### src/rtl/config_bus_writer_if.sv
// Byte-stream receive handshake plus the register-bank write port of config_bus_writer.
// The slave modport is the writer's view; the master modport is the byte source / bank view.
interface config_bus_writer_if;
    logic [7:0]  rx_data;
    logic        rx_valid;
    logic        rx_ready;
    logic        wren;
    logic [2:0]  abus;
    logic [15:0] dbus;

    modport slave  (input rx_data, rx_valid, output rx_ready, wren, abus, dbus);
    modport master (output rx_data, rx_valid, input rx_ready, wren, abus, dbus);
endinterface

### src/rtl/config_bus_writer.sv
// Parses header/count/word-pairs/checksum frames, buffers up to 8 words, and bursts them into a register bank
// one cycle after the checksum edge; all outputs registered; rx_ready drops only while the burst drains.
module config_bus_writer #(
    parameter logic [15:0] TIMEOUT_CYC = 16'd1000
) (
    input  logic                      clk_i,
    input  logic                      rst_ni,
    config_bus_writer_if.slave        bus,
    output logic                      busy_o,
    output logic                      done_o,
    output logic                      err_o,
    output logic [1:0]                err_code_o
);
    typedef enum logic [2:0] {IDLE, CNT, DHI, DLO, CHK, COMMIT} state_e;

    state_e      state_q, state_d;
    logic [2:0]  start_q, start_d;
    logic [2:0]  nlast_q, nlast_d;
    logic [3:0]  idx_q, idx_d;
    logic [7:0]  csum_q, csum_d;
    logic [7:0]  hi_q, hi_d;
    logic [15:0] tmo_q, tmo_d;
    logic        wren_q, wren_d;
    logic [2:0]  abus_q, abus_d;
    logic [15:0] dbus_q, dbus_d;
    logic        done_q, done_d;
    logic        err_q, err_d;
    logic [1:0]  err_code_q, err_code_d;
    logic        busy_q;
    logic        rx_ready_q;
    logic [15:0] wbuf_q [8];
    logic        wbuf_we;
    logic        acc;

    assign acc = bus.rx_valid & rx_ready_q;

    always_comb begin
        state_d    = state_q;
        start_d    = start_q;
        nlast_d    = nlast_q;
        idx_d      = idx_q;
        csum_d     = csum_q;
        hi_d       = hi_q;
        tmo_d      = 16'd0;
        wren_d     = 1'b0;
        abus_d     = abus_q;
        dbus_d     = dbus_q;
        done_d     = 1'b0;
        err_d      = 1'b0;
        err_code_d = err_code_q;
        wbuf_we    = 1'b0;
        case (state_q)
            IDLE: if (acc) begin
                if (bus.rx_data[7:3] == 5'b10100) begin
                    state_d = CNT;
                    start_d = bus.rx_data[2:0];
                    csum_d  = bus.rx_data;
                end else begin
                    err_d      = 1'b1;
                    err_code_d = 2'b01;
                end
            end
            CNT: if (acc) begin
                if (bus.rx_data[7:3] == 5'b00000) begin
                    state_d = DHI;
                    nlast_d = bus.rx_data[2:0];
                    csum_d  = csum_q ^ bus.rx_data;
                    idx_d   = 4'd0;
                end else begin
                    state_d    = IDLE;
                    err_d      = 1'b1;
                    err_code_d = 2'b01;
                end
            end
            DHI: if (acc) begin
                hi_d    = bus.rx_data;
                csum_d  = csum_q ^ bus.rx_data;
                state_d = DLO;
            end
            DLO: if (acc) begin
                wbuf_we = 1'b1;
                csum_d  = csum_q ^ bus.rx_data;
                if (idx_q[2:0] == nlast_q) begin
                    state_d = CHK;
                end else begin
                    idx_d   = idx_q + 4'd1;
                    state_d = DHI;
                end
            end
            CHK: if (acc) begin
                if (bus.rx_data == csum_q) begin
                    // First write goes out on the very edge after the checksum is accepted.
                    state_d = COMMIT;
                    wren_d  = 1'b1;
                    abus_d  = start_q;
                    dbus_d  = wbuf_q[0];
                    idx_d   = 4'd1;
                end else begin
                    state_d    = IDLE;
                    err_d      = 1'b1;
                    err_code_d = 2'b10;
                end
            end
            COMMIT: begin
                if (idx_q <= {1'b0, nlast_q}) begin
                    wren_d = 1'b1;
                    abus_d = start_q + idx_q[2:0];
                    dbus_d = wbuf_q[idx_q[2:0]];
                    idx_d  = idx_q + 4'd1;
                end else begin
                    state_d = IDLE;
                    done_d  = 1'b1;
                end
            end
            default: state_d = IDLE;
        endcase

        // Idle timer only runs mid-frame; any accepted byte leaves tmo_d at its zero default.
        if ((state_q inside {CNT, DHI, DLO, CHK}) && !acc) begin
            if (tmo_q == TIMEOUT_CYC - 16'd1) begin
                state_d    = IDLE;
                err_d      = 1'b1;
                err_code_d = 2'b11;
            end else begin
                tmo_d = tmo_q + 16'd1;
            end
        end
    end

    always_ff @(posedge clk_i or negedge rst_ni) begin
        if (!rst_ni) begin
            state_q    <= IDLE;
            start_q    <= 3'd0;
            nlast_q    <= 3'd0;
            idx_q      <= 4'd0;
            csum_q     <= 8'd0;
            hi_q       <= 8'd0;
            tmo_q      <= 16'd0;
            wren_q     <= 1'b0;
            abus_q     <= 3'd0;
            dbus_q     <= 16'd0;
            done_q     <= 1'b0;
            err_q      <= 1'b0;
            err_code_q <= 2'b00;
            busy_q     <= 1'b0;
            rx_ready_q <= 1'b0;
        end else begin
            state_q    <= state_d;
            start_q    <= start_d;
            nlast_q    <= nlast_d;
            idx_q      <= idx_d;
            csum_q     <= csum_d;
            hi_q       <= hi_d;
            tmo_q      <= tmo_d;
            wren_q     <= wren_d;
            abus_q     <= abus_d;
            dbus_q     <= dbus_d;
            done_q     <= done_d;
            err_q      <= err_d;
            err_code_q <= err_code_d;
            busy_q     <= (state_d != IDLE);
            rx_ready_q <= (state_d != COMMIT);
        end
    end

    always_ff @(posedge clk_i) begin
        if (wbuf_we) begin
            wbuf_q[idx_q[2:0]] <= {hi_q, bus.rx_data};
        end
    end

    assign bus.rx_ready = rx_ready_q;
    assign bus.wren     = wren_q;
    assign bus.abus     = abus_q;
    assign bus.dbus     = dbus_q;
    assign busy_o       = busy_q;
    assign done_o       = done_q;
    assign err_o        = err_q;
    assign err_code_o   = err_code_q;
endmodule

### src/flat_wrapper.sv
// flat-port wrapper written by rule: the top's interface ports become plain ports
module config_bus_writer_flat 
#(
    parameter logic [15:0] TIMEOUT_CYC = 16'd1000
)
  (clk_i, rst_ni, busy_o, done_o, err_o, err_code_o, bus_rx_data, bus_rx_valid, bus_rx_ready, bus_wren, bus_abus, bus_dbus);
  config_bus_writer_if bus_i ();
  input  logic clk_i;
  input  logic rst_ni;
  output logic busy_o;
  output logic done_o;
  output logic err_o;
  output logic [1:0] err_code_o;
  input wire logic [$bits(bus_i.rx_data)-1:0] bus_rx_data;
  input wire logic [$bits(bus_i.rx_valid)-1:0] bus_rx_valid;
  output wire logic [$bits(bus_i.rx_ready)-1:0] bus_rx_ready;
  output wire logic [$bits(bus_i.wren)-1:0] bus_wren;
  output wire logic [$bits(bus_i.abus)-1:0] bus_abus;
  output wire logic [$bits(bus_i.dbus)-1:0] bus_dbus;
  assign bus_i.rx_data = bus_rx_data;
  assign bus_i.rx_valid = bus_rx_valid;
  assign bus_rx_ready = bus_i.rx_ready;
  assign bus_wren = bus_i.wren;
  assign bus_abus = bus_i.abus;
  assign bus_dbus = bus_i.dbus;
  config_bus_writer #(.TIMEOUT_CYC(TIMEOUT_CYC)) u_core (.clk_i(clk_i), .rst_ni(rst_ni), .bus(bus_i), .busy_o(busy_o), .done_o(done_o), .err_o(err_o), .err_code_o(err_code_o));
endmodule
### config.mk
export PLATFORM = sky130hd
export DESIGN_NAME = config_bus_writer_flat
export DESIGN_NICKNAME = d
export VERILOG_FILES = /design/src/rtl/config_bus_writer_if.sv /design/src/rtl/config_bus_writer.sv /design/src/flat_wrapper.sv
export SDC_FILE = /design/constraint.sdc
export NUM_CORES = 1
export LEC_CHECK = 0
export CORE_MARGIN = 4
export CORE_UTILIZATION = 55
export CTS_CLUSTER_DIAMETER = 150
export CTS_CLUSTER_SIZE = 40
export DETAILED_ROUTE_END_ITERATION = 6
export HOLD_SLACK_MARGIN = 0.1
export PLACE_DENSITY = 0.74
export SLEW_MARGIN = 20
export SYNTH_ARGS = -nofsm -noshare
export SYNTH_HDL_FRONTEND = slang
export SYNTH_SLANG_ARGS = --single-unit
### constraint.sdc
create_clock -name clk_i -period 2.7 [get_ports clk_i]
set_clock_uncertainty 0.1 [all_clocks]
set_input_delay 0.27 -clock clk_i [delete_from_list [all_inputs] [get_ports clk_i]]
set_output_delay 0.27 -clock clk_i [all_outputs]
set_load 0.01 [all_outputs]
==> qor.txt, run 1 <==
area leader, netlist: edfxtp_1
Net Count, Synth: 632
placed insts: 868
Clock Sink Count: 199
R2R Path Start: u_core.idx_q[0]
Mapped Cells: 614
Sum Neg Setup Slack: 0 ns
WL final: 18,200 um
die area: 0.0178 mm^2
Total GRT Usage: 21.6%
Synth top area share: 44.4%
TritonCTS Buffers: 17
Relative slew margins: 57.0%
slowest stage delay, CP: 0.53 ns
r2r endpoint: u_core.bus.abus[2]
crit path capture type: register
Worst Path Required: 2.91 ns
DR iter-0 viols: 396
most common cell after layout, fill and taps aside: edfxtp_1
CP Depth: 8
Avg Inst Size Synth: 14.1 um^2
IO Count: 37
Primary FF master, synth: edfxtp_1
Max-Cap Viols: 0
register area: 0.00562 mm^2
status: complete, no violations
Tmin final: 2.43 ns
Syn-to-layout area delta: 15.6%
crit path DAT: 2.64 ns
final hold vios: 0
clock root buffer: clkbuf_16
Peak VDD IR: 0.446 mV
Pleak: 3.65 nW
Layout Nets: 695
vias in the first global route: 5,405
Post-synth EDFFs: 128
Die Span Y: 134 um
CP Launch Point: u_core.idx_q[0]
Buf/Inv on CP: 2
CTS tree: done
worst slew pin tran: 0.645 ns
post-cts repair resize count: 0
CP endpoint: u_core.bus.abus[2]
top cells by area, synth: edfxtp_1 (44%), dfrtp_1 (21%), mux4_2 (5.2%), mux2_2 (3.9%), nand2_1 (2.2%)
Power Density: 633 mW/mm^2
RSZ-0062 raised after global routing: false
H-Tree Depth: 4
NetSw: 1.38 mW
warnings from Yosys: 0
Vias/cell: 5.95
R2R Setup Slk: 0.27 ns
total grt overflow: 0
grt met3 use: 3.78%
Vias: 5,363
final setup margin: 0.266 ns
Routed WL per cell: 20.2 um
CORE AREA: 0.0153 mm^2
initial antenna violation count: 0
asr flop ratio synth: 35.7%
number of library cell types mapped by synthesis: 62
worst-path cell chain: buf_4, ha_1, inv_1, fa_1, xnor2_1, nand2_1, xnor2_1, mux2_1
Crit path max-delay family: adder cells
Seq cells post-synth: 199
most frequent cells in the layout: edfxtp_1 (128), dfrtp_1 (70), nand2_1 (51)
met1 Use GR: 29.9%
Synth Cell Area: 0.00866 mm^2
cts hold-fix bufs: 1
share of cells above drive strength 1: 20.7%
sequential area share after synthesis: 64.9%
CP max-delay cell: buf_4
nature of the critical path startpoint: register
largest net degree at the start of global routing: 53
Cell Rows: 45
internal power: 4.96 mW
met2 Usage GRT: 35.1%
GPL Wtd Cong: 0.856
final std cells w/o fill: 901
dpl hpwl: 12,000 um
reg2reg path depth: 8
area of the multi-input gates: 0.00277 mm^2
IO buf count: 36
GRT busiest layer: met2
first-pass GRT wire length: 29,500 um
Initial Util: 56.6%
CP dominant cell by count: xnor2_1
clk buf depth: 2
WHS: 0.305 ns
Ant. Diodes: 0
ANT nets after route: 0
Clock Power Share: 39.6%
Worst-path clk slew: 0.07 ns
max frequency: 411 MHz
clk_lat worst skew: 0.43 ns
Tightest Hold Check Type: in -> async
Die W: 134 um
CP Class: reg -> reg
final setup fails: 0
design area: 0.0100 mm^2
crit-path max FO: 45
Seq pwr share: 55.0%
TritonRoute pass-1 iters: 7
Sw Share: 21.8%
Place WS: 0.234 ns
Fill cells: 1,110
Post-CTS Setup Repair Bufs: 0
Period Utilization, post-route: 90.1%
max-slew violation count: 0
DRC viols: 0
Logic pwr share: 5.4%
Post-DP Area: 0.00942 mm^2
cells by family after synthesis:
family          share of synthesized area (%)
flops                                    64.9
buf+inv                                  3.25
simple gates                             9.18
compound gates                           7.78
mux                                      11.4
fa+ha+maj                                1.10
xor+xnor                                 2.43
per-stage QoR:
stage | total power [mW] | util [%]
finish | 6.34 | 65.4
CTS | 6.39 | 65.4
global placement | 3.87 | 61.5
floorplan | 3.72 | -
detailed placement | 3.89 | 61.5
global route | 6.56 | 65.4
area by class of cell:
| class | count | share of cell area, % |
|---|---|---|
| clock inverter | 8 | 1.15 |
| clock buffer | 24 | 4.71 |
| tap | 211 | 2.64 |
| sequential | 199 | 56.1 |
| multi-input combinational | 363 | 27.7 |
| timing repair buffer | 78 | 7.00 |
| inverter | 18 | 0.675 |
routing by layer:
layer  routed length, um  part of all wire [%]  vias to the layer above
met1                7800                    43                     2707
met2                9050                    50                      193
met3                1040                   5.7                       27
met5                   0                     0                        -
met4                 334                   1.8                        0
li1                    -                     -                     2436
power groups by stage:
stage                     combinational [mW]  clock (mW)  sequential, mW
after detailed placement               0.338           0            3.55
after CTS                              0.343        2.56            3.49
after floorplan                        0.213           0            3.51
final                                  0.341        2.51            3.49
after global routing                   0.378        2.68            3.50
after global placement                 0.327           0            3.54
synth_stat cells, types with 2 or more instances:
library cell,n
o32a_1,2
nor2_1,49
nor4_1,4
o22ai_1,5
mux2i_1,6
nor2b_1,2
xnor2_1,17
a31oi_1,17
dfrtp_1,71
mux2_4,7
or3_1,4
and2_1,4
and3_1,5
a22oi_1,6
nand4_1,11
inv_2,2
mux2_2,30
a221oi_1,9
clkbuf_1,11
nand2b_1,2
xor2_1,7
nand2_1,51
a21boi_0,3
mux4_2,20
buf_4,3
mux2_1,3
ha_1,6
edfxtp_1,128
o21ai_0,20
nor3_1,9
nand3_1,17
o31ai_1,2
inv_1,15
a32o_1,2
buf_6,8
o221a_2,3
a21oi_1,17
buf_2,12
worst register-to-register path, cell delays in order, from the launching register on:
cell and delay [ns]:
dfrtp_2 0.35, buf_4 0.53, ha_1 0.26, inv_1 0.05
fa_1 0.38, xnor2_1 0.14, nand2_1 0.08, xnor2_1 0.14
mux2_1 0.29
flip-flops by register name (all words and copies together), names as in the netlist, 2 cells and up:
register / cells
u_core.bus.abus: 3
u_core.bus.dbus: 16
u_core.csum_q: 8
u_core.err_code_o: 2
u_core.hi_q: 8
u_core.idx_q: 4
u_core.nlast_q: 3
u_core.start_q: 3
u_core.state_q: 3
u_core.tmo_q: 16
u_core.wbuf_q: 128
worst min path at each step:
stage	startpoint	slack [ns]	depth (start not counted)	endpoint
floorplan	rst_ni	-0.13	0	u_core.bus.abus[0]
global placement	rst_ni	0.24	1	u_core.bus.dbus[11]
detailed placement	rst_ni	0.24	1	u_core.bus.dbus[12]
CTS	rst_ni	0.33	2	u_core.bus.dbus[12]
global route	rst_ni	0.36	2	u_core.bus.dbus[12]
finish	rst_ni	0.31	2	u_core.bus.dbus[12]
Power figures use the tool's default switching activity.
==> run 2: changes to the inputs <==
--- a/config.mk
+++ b/config.mk
@@ -12,7 +12,7 @@
 export DETAILED_ROUTE_END_ITERATION = 6
 export HOLD_SLACK_MARGIN = 0.1
 export PLACE_DENSITY = 0.74
-export SLEW_MARGIN = 20
+export SLEW_MARGIN = 0
 export SYNTH_ARGS = -nofsm -noshare
 export SYNTH_HDL_FRONTEND = slang
 export SYNTH_SLANG_ARGS = --single-unit
==> results of run 2 <==
The final DEF is identical to that of run 1; final timing and power are the same.
==> patch (config.mk and constraints of run 1) <==
`TIMEOUT_CYC` is set to 16'd1000 in 2 places; all go to 16'd750.
--- a/src/rtl/config_bus_writer.sv
+++ b/src/rtl/config_bus_writer.sv
@@ -2,5 +2,5 @@
 // one cycle after the checksum edge; all outputs registered; rx_ready drops only while the burst drains.
 module config_bus_writer #(
-    parameter logic [15:0] TIMEOUT_CYC = 16'd1000
+    parameter logic [15:0] TIMEOUT_CYC = 16'd750
 ) (
     input  logic                      clk_i,
--- a/src/flat_wrapper.sv
+++ b/src/flat_wrapper.sv
@@ -2,5 +2,5 @@
 module config_bus_writer_flat 
 #(
-    parameter logic [15:0] TIMEOUT_CYC = 16'd1000
+    parameter logic [15:0] TIMEOUT_CYC = 16'd750
 )
   (clk_i, rst_ni, busy_o, done_o, err_o, err_code_o, bus_rx_data, bus_rx_valid, bus_rx_ready, bus_wren, bus_abus, bus_dbus);
Check against the original RTL: no difference found for any inputs over 4 cycles, from zero or initial values and one cycle with rst_ni low; that may be too few to reach the edited logic, so the function may still have changed.
==> patch against run 1 <==
- total power is 2.1% higher
- first-iteration DRC count is 41% higher
- sequential cell count stayed put
- worst setup slack worse by 99 ps
- routed wire length is 2.5% higher
- count of clock-buffer cells in the layout is 7 lower
- synthesized area is 0.17% lower
- cell area is 0.66% higher
- largest cell class unchanged
==> patch: results (changes against run 1) <==
placed_design:
  routabilityCongestion: 0.8737  # +2.1%
  dp_hpwl_um: 11920  # -0.47%
  place_ws_ps: 80.80  # -152.8 ps
finish:
  fillers: 1114  # +0.36%
  drive_gt1_share_pct: 20.75  # +0.030 points
cts:
  htree_levels: 4  # unchanged
  cts.hold.buffers_added: 1  # unchanged
power:
  p_leak_nw: 3.780  # +3.5%
  power_switching_mw: 1.654  # +19%
  irDropWorstVdd_uv: 490.1  # +9.9%
critical_path:
  cp_data_arrival_time_ps: 2760  # +120 ps
  cp_slowest_cell: "a2111oi_2"
  crit_path_max_fanout: 10  # -78%
  crit_family: "compound AO/OA/AOI/OAI gates"
logic_synthesis:
  yosysSeqAreaShare_pct: 64.98  # +0.11 points
  synthArstFlopShare_pct: 35.68  # unchanged
  synth_nets: 630  # -0.32%
  yosys-top-cells-area: "edfxtp_1 44%, dfrtp_1 21%, mux4_2 5.7%, mux2_2 4.0%, nand2_1 2.4%"
  ys_types: 62  # unchanged
  ys_top_cells_by_count: "128 x edfxtp_1, 71 x dfrtp_1, 55 x nand2_1"
global_route:
  grt_pass1_wl_um: 30280  # +2.6%
  grt_pass1_vias: 5489  # +1.6%
  grtUsageTotal_pct: 22.42  # +0.80 points
  grt_max_degree: 50  # -5.7%
detailed_routing:
  via_count: 5337  # -0.48%
  drt-pass1-iter-count: 5  # -2
  drtIter0Drc: 557  # +41%
  avgRoutedWirePerCell_um: 20.76  # +2.6%
run_status:
  outcome: "finished clean"
timing:
  tightest_slew_ps: 704.6  # +59.50 ps
==> patch: worst register-to-register path, delay by kind of cell (launching register included) <==
kind	cells	cell delay, ps
buf+inv	1	180
fa+ha+maj	1	350
mux	1	340
compound gates	3	1050
flops	1	390
==> patch: final cells by class <==
| class | instances | area share [%] |
|---|---|---|
| Clock buffer | 17 | 4.220 |
| Clock inverter | 15 | 1.775 |
| Tap cell | 211 | 2.619 |
| Timing Repair Buffer | 75 | 6.852 |
| Inverter | 22 | 0.8193 |
| Multi-Input combinational cell | 361 | 27.93 |
| Sequential cell | 199 | 55.78 |
==> patch: final timing paths <==
| check | startpoint | to | slack [ps] | cells past startpoint |
|---|---|---|---|---|
| hold / removal | rst_ni | u_core.bus.dbus[13] | 260 | 2 |
| setup / recovery | u_core.idx_q[1] | u_core.bus.dbus[8] | 170 | 6 |
| max in group asynchronous | rst_ni | u_core.idx_q[1] | 1570 | 3 |
| min in group clk_i | u_core.nlast_q[2] | u_core.nlast_q[2] | 410 | 1 |
| setup reg to reg | u_core.idx_q[1] | u_core.bus.dbus[8] | 170 | 6 |
| hold reg to reg | u_core.nlast_q[2] | u_core.nlast_q[2] | 410 | 1 |
==> patch: power groups by stage <==
stage               combinational [mW]  sequential (mW)  clock [mW]
floorplan                        0.291             3.51           0
global placement                 0.425             3.55           0
detailed placement               0.446             3.56           0
CTS                              0.450             3.49        2.58
global route                     0.497             3.51        2.72
finish                           0.447             3.49        2.53
==> patch: cell families after synthesis <==
kind of cell / count (synthesis) / synth area share (%)
AOI/OAI and AO/OA: 88 / 6.871
xor gates and xnor gates: 25 / 2.618
adders and majority gates: 8 / 1.244
buffers and inverters: 51 / 2.662
DFF: 199 / 64.98
muxes: 72 / 11.96
and+or+nand+nor: 168 / 9.663
==> patch: layer usage <==
layer | up-vias | wire length (um) | global-route usage [%]
met1 | 2682 | 7895 | 30.20
met5 | - | 0 | 0
met2 | 189 | 9177 | 35.95
li1 | 2424 | - | -
met3 | 42 | 1145 | 5.551
met4 | 0 | 466 | 8.057
==> patch: stage by stage <==
stage	instance area [um^2]	instances
2_1_floorplan	8660	611
3_3_place_gp	9465	867
3_5_place_dp	9465	867
4_1_cts	10080	900
5_1_grt	10080	900
6_report	10080	900
